<file path="src/rtl/decode_stage_if.sv">
// Fetch/execute-side bundle of the decode stage: instruction handshake in, decoded bundle handshake out.
`ifndef MemDoNothing
`define MemDoNothing 3'b011
`endif

interface decode_stage_if #(
  parameter int unsigned XLEN  = 32,
  parameter int unsigned DEPTH = 4
);
  localparam int unsigned CW = $clog2(DEPTH) + 1;

  logic            in_valid;
  logic [31:0]     in_inst;
  logic            in_ready;
  logic            flush;
  logic            br_resolve;
  logic            out_valid;
  logic            out_ready;
  logic [6:0]      inst_opcode;
  logic [2:0]      inst_funct3;
  logic [6:0]      inst_funct7;
  logic [4:0]      inst_rd;
  logic [4:0]      inst_rs1;
  logic [4:0]      inst_rs2;
  logic            rd_wen;
  logic [XLEN-1:0] imm;
  logic            imm_valid;
  logic [2:0]      mem_opcode;
  logic            mem_unsigned;
  logic            mem_rdata_valid;
  logic            is_ctrl;
  logic            illegal;
  logic [CW-1:0]   fifo_count;

  modport master (
    output in_valid, in_inst, flush, br_resolve, out_ready,
    input  in_ready, out_valid, inst_opcode, inst_funct3, inst_funct7,
           inst_rd, inst_rs1, inst_rs2, rd_wen, imm, imm_valid, mem_opcode,
           mem_unsigned, mem_rdata_valid, is_ctrl, illegal, fifo_count
  );

  modport slave (
    input  in_valid, in_inst, flush, br_resolve, out_ready,
    output in_ready, out_valid, inst_opcode, inst_funct3, inst_funct7,
           inst_rd, inst_rs1, inst_rs2, rd_wen, imm, imm_valid, mem_opcode,
           mem_unsigned, mem_rdata_valid, is_ctrl, illegal, fifo_count
  );
endinterface

</file>
<file path="src/rtl/decode_stage.sv">
// RV32/RV64 decode stage: instruction FIFO, combinational decode of the head, registered
// valid/ready output bundle, issue hold after control transfers, synchronous flush.
module decode_stage #(
  parameter int unsigned XLEN  = 32,
  parameter int unsigned DEPTH = 4
) (
  input logic           clk,
  input logic           rst,
  decode_stage_if.slave bus
);
  localparam int unsigned PW = $clog2(DEPTH);
  localparam int unsigned CW = PW + 1;

  localparam logic [6:0] OP_LOAD   = 7'b0000011;
  localparam logic [6:0] OP_STORE  = 7'b0100011;
  localparam logic [6:0] OP_BRANCH = 7'b1100011;
  localparam logic [6:0] OP_JAL    = 7'b1101111;
  localparam logic [6:0] OP_JALR   = 7'b1100111;
  localparam logic [6:0] OP_LUI    = 7'b0110111;
  localparam logic [6:0] OP_AUIPC  = 7'b0010111;
  localparam logic [6:0] OP_IMM    = 7'b0010011;
  localparam logic [6:0] OP_ALU    = 7'b0110011;

  logic [31:0]   mem [DEPTH];
  logic [PW-1:0] wr_ptr;
  logic [PW-1:0] rd_ptr;
  logic [CW-1:0] count;
  logic [CW-1:0] count_next;
  logic          br_wait;
  logic          push;
  logic          issue;
  logic [31:0]   head;

  logic signed [11:0] imm_i;
  logic signed [11:0] imm_s;
  logic signed [12:0] imm_b;
  logic signed [20:0] imm_j;
  logic signed [31:0] imm_u;

  logic [XLEN-1:0] d_imm;
  logic            d_imm_valid;
  logic            d_rd_wen;
  logic [2:0]      d_mop;
  logic            d_mun;
  logic            d_mrv;
  logic            d_ctrl;
  logic            d_ill;

  assign head       = mem[rd_ptr];
  assign push       = bus.in_valid && bus.in_ready && !bus.flush;
  assign issue      = (count != '0) && !br_wait && (!bus.out_valid || bus.out_ready) && !bus.flush;
  assign count_next = count + CW'(push) - CW'(issue);
  assign bus.fifo_count = count;

  assign imm_i = head[31:20];
  assign imm_s = {head[31:25], head[11:7]};
  assign imm_b = {head[31], head[7], head[30:25], head[11:8], 1'b0};
  assign imm_j = {head[31], head[19:12], head[20], head[30:21], 1'b0};
  assign imm_u = {head[31:12], 12'b0};

  // Instruction storage; no reset needed since occupancy gates every read.
  always_ff @(posedge clk) begin
    if (push) mem[wr_ptr] <= bus.in_inst;
  end

  // in_ready is registered from next occupancy, so a pop never frees a slot in the same cycle.
  always_ff @(posedge clk) begin
    if (rst || bus.flush) begin
      wr_ptr       <= '0;
      rd_ptr       <= '0;
      count        <= '0;
      br_wait      <= 1'b0;
      bus.in_ready <= 1'b1;
    end else begin
      if (push)  wr_ptr <= wr_ptr + PW'(1);
      if (issue) rd_ptr <= rd_ptr + PW'(1);
      count        <= count_next;
      bus.in_ready <= (count_next != CW'(DEPTH));
      if (issue && d_ctrl) br_wait <= 1'b1;
      else if (bus.br_resolve) br_wait <= 1'b0;
    end
  end

  // Decode of the FIFO head.
  always_comb begin
    d_imm       = '0;
    d_imm_valid = 1'b1;
    d_rd_wen    = 1'b1;
    d_mop       = `MemDoNothing;
    d_mun       = 1'b0;
    d_mrv       = 1'b0;
    d_ctrl      = 1'b0;
    d_ill       = 1'b0;
    case (head[6:0])
      OP_STORE: begin
        d_imm    = XLEN'(imm_s);
        d_rd_wen = 1'b0;
        d_mop    = {1'b0, head[13:12]};
      end
      OP_LOAD: begin
        d_imm = XLEN'(imm_i);
        d_mop = {1'b1, head[13:12]};
        d_mun = head[14];
        d_mrv = 1'b1;
      end
      OP_BRANCH: begin
        d_imm    = XLEN'(imm_b);
        d_rd_wen = 1'b0;
        d_ctrl   = 1'b1;
      end
      OP_JAL: begin
        d_imm  = XLEN'(imm_j);
        d_ctrl = 1'b1;
      end
      OP_JALR: begin
        d_imm  = XLEN'(imm_i);
        d_ctrl = 1'b1;
      end
      OP_LUI, OP_AUIPC: d_imm = XLEN'(imm_u);
      OP_IMM: begin
        // funct3 001/101 are shifts: the immediate is the unsigned shift amount.
        if (head[13:12] == 2'b01) begin
          if (XLEN == 64) d_imm = XLEN'(head[25:20]);
          else            d_imm = XLEN'(head[24:20]);
        end else begin
          d_imm = XLEN'(imm_i);
        end
      end
      OP_ALU: d_imm_valid = 1'b0;
      default: begin
        d_rd_wen    = 1'b0;
        d_imm_valid = 1'b0;
        d_ill       = 1'b1;
      end
    endcase
  end

  // Output bundle register: loads on issue, holds while execute stalls.
  always_ff @(posedge clk) begin
    if (rst) begin
      bus.out_valid       <= 1'b0;
      bus.inst_opcode     <= '0;
      bus.inst_funct3     <= '0;
      bus.inst_funct7     <= '0;
      bus.inst_rd         <= '0;
      bus.inst_rs1        <= '0;
      bus.inst_rs2        <= '0;
      bus.rd_wen          <= 1'b0;
      bus.imm             <= '0;
      bus.imm_valid       <= 1'b0;
      bus.mem_opcode      <= `MemDoNothing;
      bus.mem_unsigned    <= 1'b0;
      bus.mem_rdata_valid <= 1'b0;
      bus.is_ctrl         <= 1'b0;
      bus.illegal         <= 1'b0;
    end else if (bus.flush) begin
      bus.out_valid <= 1'b0;
    end else if (issue) begin
      bus.out_valid       <= 1'b1;
      bus.inst_opcode     <= head[6:0];
      bus.inst_funct3     <= head[14:12];
      bus.inst_funct7     <= head[31:25];
      bus.inst_rd         <= head[11:7];
      bus.inst_rs1        <= head[19:15];
      bus.inst_rs2        <= head[24:20];
      bus.rd_wen          <= d_rd_wen;
      bus.imm             <= d_imm;
      bus.imm_valid       <= d_imm_valid;
      bus.mem_opcode      <= d_mop;
      bus.mem_unsigned    <= d_mun;
      bus.mem_rdata_valid <= d_mrv;
      bus.is_ctrl         <= d_ctrl;
      bus.illegal         <= d_ill;
    end else if (bus.out_ready) begin
      bus.out_valid <= 1'b0;
    end
  end
endmodule

</file>
<file path="src/flat_wrapper.sv">
// flat-port wrapper written by rule: the top's interface ports become plain ports
module decode_stage_flat 
#(
  parameter int unsigned XLEN  = 32,
  parameter int unsigned DEPTH = 4
)
  (clk, rst, bus_in_valid, bus_in_inst, bus_flush, bus_br_resolve, bus_out_ready, bus_in_ready, bus_out_valid, bus_inst_opcode, bus_inst_funct3, bus_inst_funct7, bus_inst_rd, bus_inst_rs1, bus_inst_rs2, bus_rd_wen, bus_imm, bus_imm_valid, bus_mem_opcode, bus_mem_unsigned, bus_mem_rdata_valid, bus_is_ctrl, bus_illegal, bus_fifo_count);
  decode_stage_if #(.XLEN(XLEN), .DEPTH(DEPTH)) bus_i ();
  input logic clk;
  input logic rst;
  input wire logic [$bits(bus_i.in_valid)-1:0] bus_in_valid;
  input wire logic [$bits(bus_i.in_inst)-1:0] bus_in_inst;
  input wire logic [$bits(bus_i.flush)-1:0] bus_flush;
  input wire logic [$bits(bus_i.br_resolve)-1:0] bus_br_resolve;
  input wire logic [$bits(bus_i.out_ready)-1:0] bus_out_ready;
  output wire logic [$bits(bus_i.in_ready)-1:0] bus_in_ready;
  output wire logic [$bits(bus_i.out_valid)-1:0] bus_out_valid;
  output wire logic [$bits(bus_i.inst_opcode)-1:0] bus_inst_opcode;
  output wire logic [$bits(bus_i.inst_funct3)-1:0] bus_inst_funct3;
  output wire logic [$bits(bus_i.inst_funct7)-1:0] bus_inst_funct7;
  output wire logic [$bits(bus_i.inst_rd)-1:0] bus_inst_rd;
  output wire logic [$bits(bus_i.inst_rs1)-1:0] bus_inst_rs1;
  output wire logic [$bits(bus_i.inst_rs2)-1:0] bus_inst_rs2;
  output wire logic [$bits(bus_i.rd_wen)-1:0] bus_rd_wen;
  output wire logic [$bits(bus_i.imm)-1:0] bus_imm;
  output wire logic [$bits(bus_i.imm_valid)-1:0] bus_imm_valid;
  output wire logic [$bits(bus_i.mem_opcode)-1:0] bus_mem_opcode;
  output wire logic [$bits(bus_i.mem_unsigned)-1:0] bus_mem_unsigned;
  output wire logic [$bits(bus_i.mem_rdata_valid)-1:0] bus_mem_rdata_valid;
  output wire logic [$bits(bus_i.is_ctrl)-1:0] bus_is_ctrl;
  output wire logic [$bits(bus_i.illegal)-1:0] bus_illegal;
  output wire logic [$bits(bus_i.fifo_count)-1:0] bus_fifo_count;
  assign bus_i.in_valid = bus_in_valid;
  assign bus_i.in_inst = bus_in_inst;
  assign bus_i.flush = bus_flush;
  assign bus_i.br_resolve = bus_br_resolve;
  assign bus_i.out_ready = bus_out_ready;
  assign bus_in_ready = bus_i.in_ready;
  assign bus_out_valid = bus_i.out_valid;
  assign bus_inst_opcode = bus_i.inst_opcode;
  assign bus_inst_funct3 = bus_i.inst_funct3;
  assign bus_inst_funct7 = bus_i.inst_funct7;
  assign bus_inst_rd = bus_i.inst_rd;
  assign bus_inst_rs1 = bus_i.inst_rs1;
  assign bus_inst_rs2 = bus_i.inst_rs2;
  assign bus_rd_wen = bus_i.rd_wen;
  assign bus_imm = bus_i.imm;
  assign bus_imm_valid = bus_i.imm_valid;
  assign bus_mem_opcode = bus_i.mem_opcode;
  assign bus_mem_unsigned = bus_i.mem_unsigned;
  assign bus_mem_rdata_valid = bus_i.mem_rdata_valid;
  assign bus_is_ctrl = bus_i.is_ctrl;
  assign bus_illegal = bus_i.illegal;
  assign bus_fifo_count = bus_i.fifo_count;
  decode_stage #(.XLEN(XLEN), .DEPTH(DEPTH)) u_core (.clk(clk), .rst(rst), .bus(bus_i));
endmodule
</file>
<file path="config.mk">
export PLATFORM = sky130hd
export DESIGN_NAME = decode_stage_flat
export DESIGN_NICKNAME = d
export VERILOG_FILES = /design/src/rtl/decode_stage_if.sv /design/src/rtl/decode_stage.sv /design/src/flat_wrapper.sv
export SDC_FILE = /design/constraint.sdc
export NUM_CORES = 1
export LEC_CHECK = 0
export CORE_ASPECT_RATIO = 1.25
export CORE_MARGIN = 1.5
export CORE_UTILIZATION = 58
export DETAILED_ROUTE_END_ITERATION = 12
export PLACE_DENSITY_LB_ADDON = 0.25
export SYNTH_ARGS = -nofsm -noshare
export SYNTH_HDL_FRONTEND = slang
export SYNTH_SLANG_ARGS = --single-unit
</file>
<file path="constraint.sdc">
create_clock -name clk -period 6.39 [get_ports clk]
set_input_delay 1.917 -clock clk [delete_from_list [all_inputs] [get_ports clk]]
set_output_delay 1.917 -clock clk [all_outputs]
set_load 0.02 [all_outputs]
</file>
==> results of run 1 <==
critical path, stage by stage:
cell and delay, ns:
clkdlybuf4s50_1 0.53, inv_1 0.06, nand4_1 0.09, buf_4 0.43, inv_1 0.12, buf_4 0.31
nor2_1 0.64, buf_4 0.32, nand2_1 0.09, o21ai_1 0.09
cell type report:
type / count / share of cell area
Tap cell: 171 / 0.0215
Clock inverter: 11 / 0.00628
Sequential cell: 213 / 0.557
Clock buffer: 27 / 0.0613
Inverter: 12 / 0.00452
Multi-Input combinational cell: 317 / 0.227
Timing Repair Buffer: 125 / 0.123
cell usage in the layout (no fill, tap or decap), types with 4 or more instances in the layout:
cell type,netlist,final
o21ai_1,18,18
a21oi_1,63,63
inv_1,12,12
and2_1,6,6
a211oi_1,4,4
a22o_1,6,6
edfxtp_1,128,128
nor2_1,19,19
ha_1,6,6
buf_4,2,10
clkbuf_16,0,23
clkdlybuf4s50_1,0,114
dfxtp_1,85,84
nor3_1,4,4
or3_1,5,5
o21ai_0,6,6
clkinv_2,0,4
xnor2_1,4,4
nand2b_1,6,6
clkinv_1,0,4
mux4_2,32,32
nand2_1,99,99
kinds of logic after synthesis:
logic type,share of synthesized area
DFF,0.694
and+or+nand+nor,0.0922
AOI/OAI and AO/OA,0.0832
buffers and inverters,0.0230
muxes,0.0902
adders and majority gates,0.0119
xor gates and xnor gates,0.00548
layer usage:
layer | global-route usage | part of all wire
met5 | 0 | 0
met4 | 0.0885 | 0.029
met3 | 0.0292 | 0.057
met2 | 0.446 | 0.52
met1 | 0.335 | 0.40
registers in the layout (all words and copies together) (netlist names), 2 cells and up, named ones only:
signal,count
u_core.bus.inst_rs2,5
u_core.bus.inst_opcode,7
u_core.bus.fifo_count,3
u_core.bus.inst_funct3,3
u_core.bus.inst_rs1,5
u_core.bus.inst_funct7,7
u_core.bus.imm,32
u_core.bus.mem_opcode,3
u_core.rd_ptr,2
u_core.bus.inst_rd,5
u_core.mem,128
u_core.wr_ptr,2
power by group through the flow:
stage          registers (mW)  logic [mW]  clock network, mW
3_5_place_dp             1.55       0.285                  0
2_1_floorplan            1.57       0.146                  0
3_3_place_gp             1.55       0.276                  0
6_report                 1.52       0.289               1.18
4_1_cts                  1.52       0.288               1.19
5_1_grt                  1.53       0.310               1.25
metrics by stage:
step / util / instance area, µm² / hold slack, ns / setup slack, ns / instances
2_1_floorplan: - / 7990 / 0.449 / 2.01 / 572
3_3_place_gp: 0.696 / 9290 / 0.438 / 1.87 / 838
3_5_place_dp: 0.696 / 9290 / 0.445 / 1.73 / 838
4_1_cts: 0.746 / 9960 / 0.454 / 2.23 / 876
5_1_grt: 0.746 / 9960 / 0.475 / 1.94 / 876
6_report: 0.746 / 9960 / 0.452 / 2.17 / 876
worst max path at each step:
| stage | from | cells past startpoint | slack (ns) | end |
|---|---|---|---|---|
| finish | bus_flush | 10 | 2.17 | u_core.bus.imm[30] |
| CTS | bus_flush | 13 | 2.23 | u_core.bus.in_ready |
| detailed placement | bus_flush | 13 | 1.73 | u_core.bus.in_ready |
| global placement | bus_out_ready | 13 | 1.87 | u_core.bus.in_ready |
| global route | bus_out_ready | 10 | 1.94 | u_core.bus.imm[28] |
| floorplan | bus_out_ready | 14 | 2.01 | u_core.bus.in_ready |
==> summary.txt, run 1 <==
HP Start: u_core.bus.imm[28]
H-tree lvl count: 1
Register area share after synthesis: 0.694
CTS tree: yes
Syn. warnings: 0
Synth top area share: 0.481
Seq pwr share: 0.509
WL final: 18200 µm
Detailed placement HPWL: 11700 µm
Internal power: 2.30 mW
Mapped Avg Cell Area: 14.0 µm²
Measured slew at the worst slew-check pin: 1.04 ns
DRC Markers: 0
Count of state elements after synthesis: 213
Final hold violations: 0
Top FF cell, synth: edfxtp_1
Layout cells sized above 1: 0.122
Post-DR wirelength/cell: 20.8 µm
Initial antenna violation count: 0
Design Power: 2.99 mW
Post_cts resized: 0
Hold Crit Depth: 2
Worst path required time: 6.80 ns
Hold-fix buffers, CTS: 0
Fillcell total: 811
Die Span X: 108 µm
ANT nets after route: 0
Core area: 13300 µm²
Asr flop ratio synth: 0
N_diodes: 0
Worst r2r path cells: 7
Largest net degree at the start of global routing: 52
Setup TNS: 0 ns
Mapped Area: 7990 µm²
Cell taking the most area after synthesis: edfxtp_1
Element type at the critical path end: register
NetSw: 0.695 mW
Register area: 5550 µm²
Crit start category: primary input
Post-synthesis instance total: 572
Clk buf depth: 3
Max rail drop VDD: 238 µV
Setup bufs post-CTS: 0
Multi-input gate area: 2260 µm²
Synth unique cells: 51
RR Endpoint: u_core.bus.imm[30]
Vias in the first global route: 5154
Relative slew slack: 0.303
Num CTS Buffers: 21
Iteration-0 DRC Markers: 372
Min Tclk post-route: 4.22 ns
Drt via density: 5.89
Die height: 134 µm
Synthesized net count: 617
Final Setup Violations: 0
R2R setup slack: 2.32 ns
Most frequent cell after synthesis: edfxtp_1
Area Growth Syn to Fin: 24.7%
Critical Path AT: 4.64 ns
RSZ-0062 raised after global routing: false
Switching Fraction: 0.232
Clk slew on worst S/H paths: 0.06 ns
I/O pins: 116
Leak: 3.27 nW
HP Class: register to register
Maxcap violations: 0
Drt pass-1 iters: 5
Commonest cells in the netlist: 128 x edfxtp_1, 99 x nand2_1, 85 x dfxtp_1
GRT Resource Usage Total: 0.257
Clk sink count: 213
Clock Tree Root: clkbuf_16
First-pass GRT wire length: 28000 µm
Fmax: 237 MHz
Nets: 735
Comb pwr share: 0.096
Clock power frac: 0.395
Number of max-slew violations in the final report: 0
Max Clock Skew: 0.0105 ns
Period utilisation layout: 0.661
Routability Congestion: 0.868
Post-synth EDFFs: 128
Clk_lat worst skew: 0.49 ns
Row Count: 47
WHS Endpoint: u_core.bus.imm[28]
Crit Path Class: primary input to register
Initial core utilization: 0.599
Global route overflow: 0
Max FO, Critical Path: 47
Via Count: 5162
PD cells: 301 nW/µm²
Synth area leaders: edfxtp_1 48%, dfxtp_1 21%, mux4_2 9.0%, nand2_1 4.7%, a21oi_1 3.9%
Die area: 14500 µm²
Input/output buffers: 115
Status: complete, no violations
Power figures use the tool's default switching activity.
==> run 2, diff against run 1 <==
- CORE_UTILIZATION: 58 -> 54
- clock period: 6.39 -> 4.07 ns (I/O delays scaled with it)
==> run 2 against run 1 <==
  * Wire length decreased by 1.5%
  * Global-route usage decreased by 2.6 points
  * Sequential power rose by 57%
  * Clock skew decreased by 0.0044 ns
  * Register-to-register slack got worse by 1.5 ns
  * Sequential share of layout area shrank 0.24 points
  * Flip-flop and latch count unchanged
  * Worst hold slack better by 0.0089 ns
  * Core utilization shrank 5.2 points
  * Clock-buffer cell count increased by 5
  * Critical path depth is 3 lower
  * Power up 57%
  * Highest routed layer unchanged
==> summary.txt, run 2 (synthesis results as in run 1) <==
Clock Tree Root: clkbuf_16
Measured slew at the worst slew-check pin: 0.868 ns (-0.172 ns)
RR Endpoint: u_core.bus.imm[31]
N_diodes: 0 (unchanged)
Max rail drop VDD: 385 µV (+62%)
Commonest cells after routing, fill and taps aside: 128 x edfxtp_1, 114 x clkdlybuf4s50_1, 99 x nand2_1
Global route overflow: 0 (unchanged)
Input/output buffers: 115 (unchanged)
Period utilisation layout: 0.801
Fmax: 307 MHz
Final core utilization: 0.694 (-0.0518)
Crit start category: register
Drt pass-1 iters: 5 (unchanged)
HP Start: u_core.bus.inst_opcode[4]
CP cell instances: buf_4 -> mux4_2 -> nor4_2 -> buf_4 -> nor4_1 -> or3_1 -> o31ai_2
Vias in the first global route: 5206 (+1.0%)
Final hold violations: 0 (unchanged)
R2R setup slack: 0.81 ns (-1.51 ns)
Die area: 15500 µm² (+7.2%)
Number of max-slew violations in the final report: 0 (unchanged)
CTS tree: yes
Largest net degree at the start of global routing: 47 (-9.6%)
Crit-path leading delay family: simple AND/OR/NAND/NOR gates
Clk sink count: 213 (unchanged)
Max reg flops: 128 (unchanged)
Row Count: 49 (+4.3%)
Clk_lat worst skew: 0.49 ns (about the same)
Initial core utilization: 0.555 (-0.0440)
Leak: 3.29 nW (+0.79%)
Detailed placement HPWL: 11600 µm (-0.41%)
Hold-fix buffers, CTS: 0 (unchanged)
Pre-CTS WS: 0.615 ns (-1.12 ns)
Commonest non-fill, non-tap cell in the layout: edfxtp_1
Routability Congestion: 0.864 (-0.46%)
H-tree lvl count: 1 (unchanged)
Critical Path AT: 3.67 ns (-0.97 ns)
Fillcell total: 956 (+18%)
PnR worst setup slack: 0.810 ns (-1.36 ns)
RSZ-0062 raised after global routing: false
Biggest regs: u_core.mem: 128 flops, u_core.bus.imm: 32 flops
Min Tclk post-route: 3.26 ns
Register name with the most flops: u_core.mem
Maxcap violations: 0 (unchanged)
Post-DR wirelength/cell: 20.2 µm (-2.7%)
Crit Path Class: register to register
Slowest-stage cell, CP: mux4_2
Worst path required time: 4.48 ns (-2.32 ns)
Initial antenna violation count: 0 (unchanged)
PD cells: 471 nW/µm² (+57%)
Area Growth Syn to Fin: 25.2%
Via Count: 5075 (-1.7%)
Hold Crit Depth: 2 (unchanged)
Setup bufs post-CTS: 0 (unchanged)
Layout cells sized above 1: 0.126 (+0.00354)
Die Span X: 112 µm (+3.5%)
Post_cts resized: 0 (unchanged)
Max FO, Critical Path: 20 (-57%)
GRT Resource Usage Total: 0.231 (-0.0260)
Setup TNS: 0 ns (unchanged)
Clk buf depth: 3 (unchanged)
Relative slew slack: 0.421 (+0.118)
ANT nets after route: 0 (unchanged)
Num CTS Buffers: 20 (-4.8%)
DRC Markers: 0 (unchanged)
Buffers & Inverters on Critical Path: 2 (-4)
Final Setup Violations: 0 (unchanged)
Worst r2r path cells: 7 (unchanged)
Die height: 139 µm (+3.6%)
First-pass GRT wire length: 27900 µm (-0.32%)
Most used cell, CP: buf_4
CP peak stage delay: 0.72 ns (+0.08 ns)
Clk slew on worst S/H paths: 0.07 ns (about the same)
Status: complete, no violations
HP Class: register to register
I/O pins: 116 (unchanged)
WHS Endpoint: u_core.bus.inst_opcode[4]
Core area: 14400 µm² (+7.9%)
Element type at the critical path end: register
Iteration-0 DRC Markers: 364 (-2.2%)
Max Clock Skew: 0.00607 ns (-0.00445 ns)
Design Power: 4.71 mW (+57%)
WL final: 17900 µm (-1.5%)
Nets: 740 (+0.68%)
Drt via density: 5.72 (-2.9%)
==> run 2: cell count changes in the layout (fill, tap and decap cells not counted) <==
cell and change:
buf_4 +6, clkbuf_1 +5, clkinv_1 -4, bufinv_16 +1, clkbuf_16 -1, clkbuf_8 +1
clkinv_2 -1, clkinvlp_4 -1, inv_6 -1, inv_8 -1
==> run 2: worst reg2reg max path, delay by kind of cell (launching register included) <==
kind | cells | cell delay, ns
AND/OR/NAND/NOR | 3 | 0.98
multiplexers | 1 | 0.72
buffers and inverters | 2 | 0.67
flip-flops | 1 | 0.48
AO/OA/AOI/OAI | 1 | 0.32
==> run 2: layer usage <==
metal	wire length, µm	global-route usage
met4	463	0.0893
met2	9040	0.393
met5	0	0
met3	1100	0.0402
met1	7310	0.295
==> run 2: cell type report <==
| cell class | instances | area (µm²) | share of cell area |
|---|---|---|---|
| clock buffer | 32 | 618 | 0.0618 |
| clock inverter | 4 | 45.0 | 0.00450 |
| inverter | 12 | 45.0 | 0.00450 |
| multi-input combinational | 317 | 2260 | 0.226 |
| sequential | 213 | 5550 | 0.554 |
| tap | 178 | 223 | 0.0223 |
| timing repair buffer | 131 | 1270 | 0.127 |
==> run 2: worst max-delay path by stage <==
stage	to	depth (start not counted)	start	slack (ns)
3_3_place_gp	u_core.bus.in_ready	12	bus_out_ready	0.72
6_report	u_core.bus.imm[31]	7	register	0.81
2_1_floorplan	u_core.bus.in_ready	14	bus_out_ready	0.39
3_5_place_dp	u_core.bus.in_ready	12	bus_out_ready	0.62
4_1_cts	u_core.bus.imm[31]	7	register	0.80
5_1_grt	u_core.bus.imm[31]	7	register	0.58
==> run 2: power by group <==
part	internal [mW]	switching (mW)	leakage (nW)
combinational	0.196	0.266	1.12
sequential	2.35	0.0356	1.85
clock	1.11	0.757	0.327
==> run 2: stage by stage <==
step	hold WS [ns]	cells	area (µm²)
floorplan	0.449	572	7990
global placement	0.447	851	9340
detailed placement	0.449	851	9340
CTS	0.457	887	10000
global route	0.480	887	10000
finish	0.461	887	10000
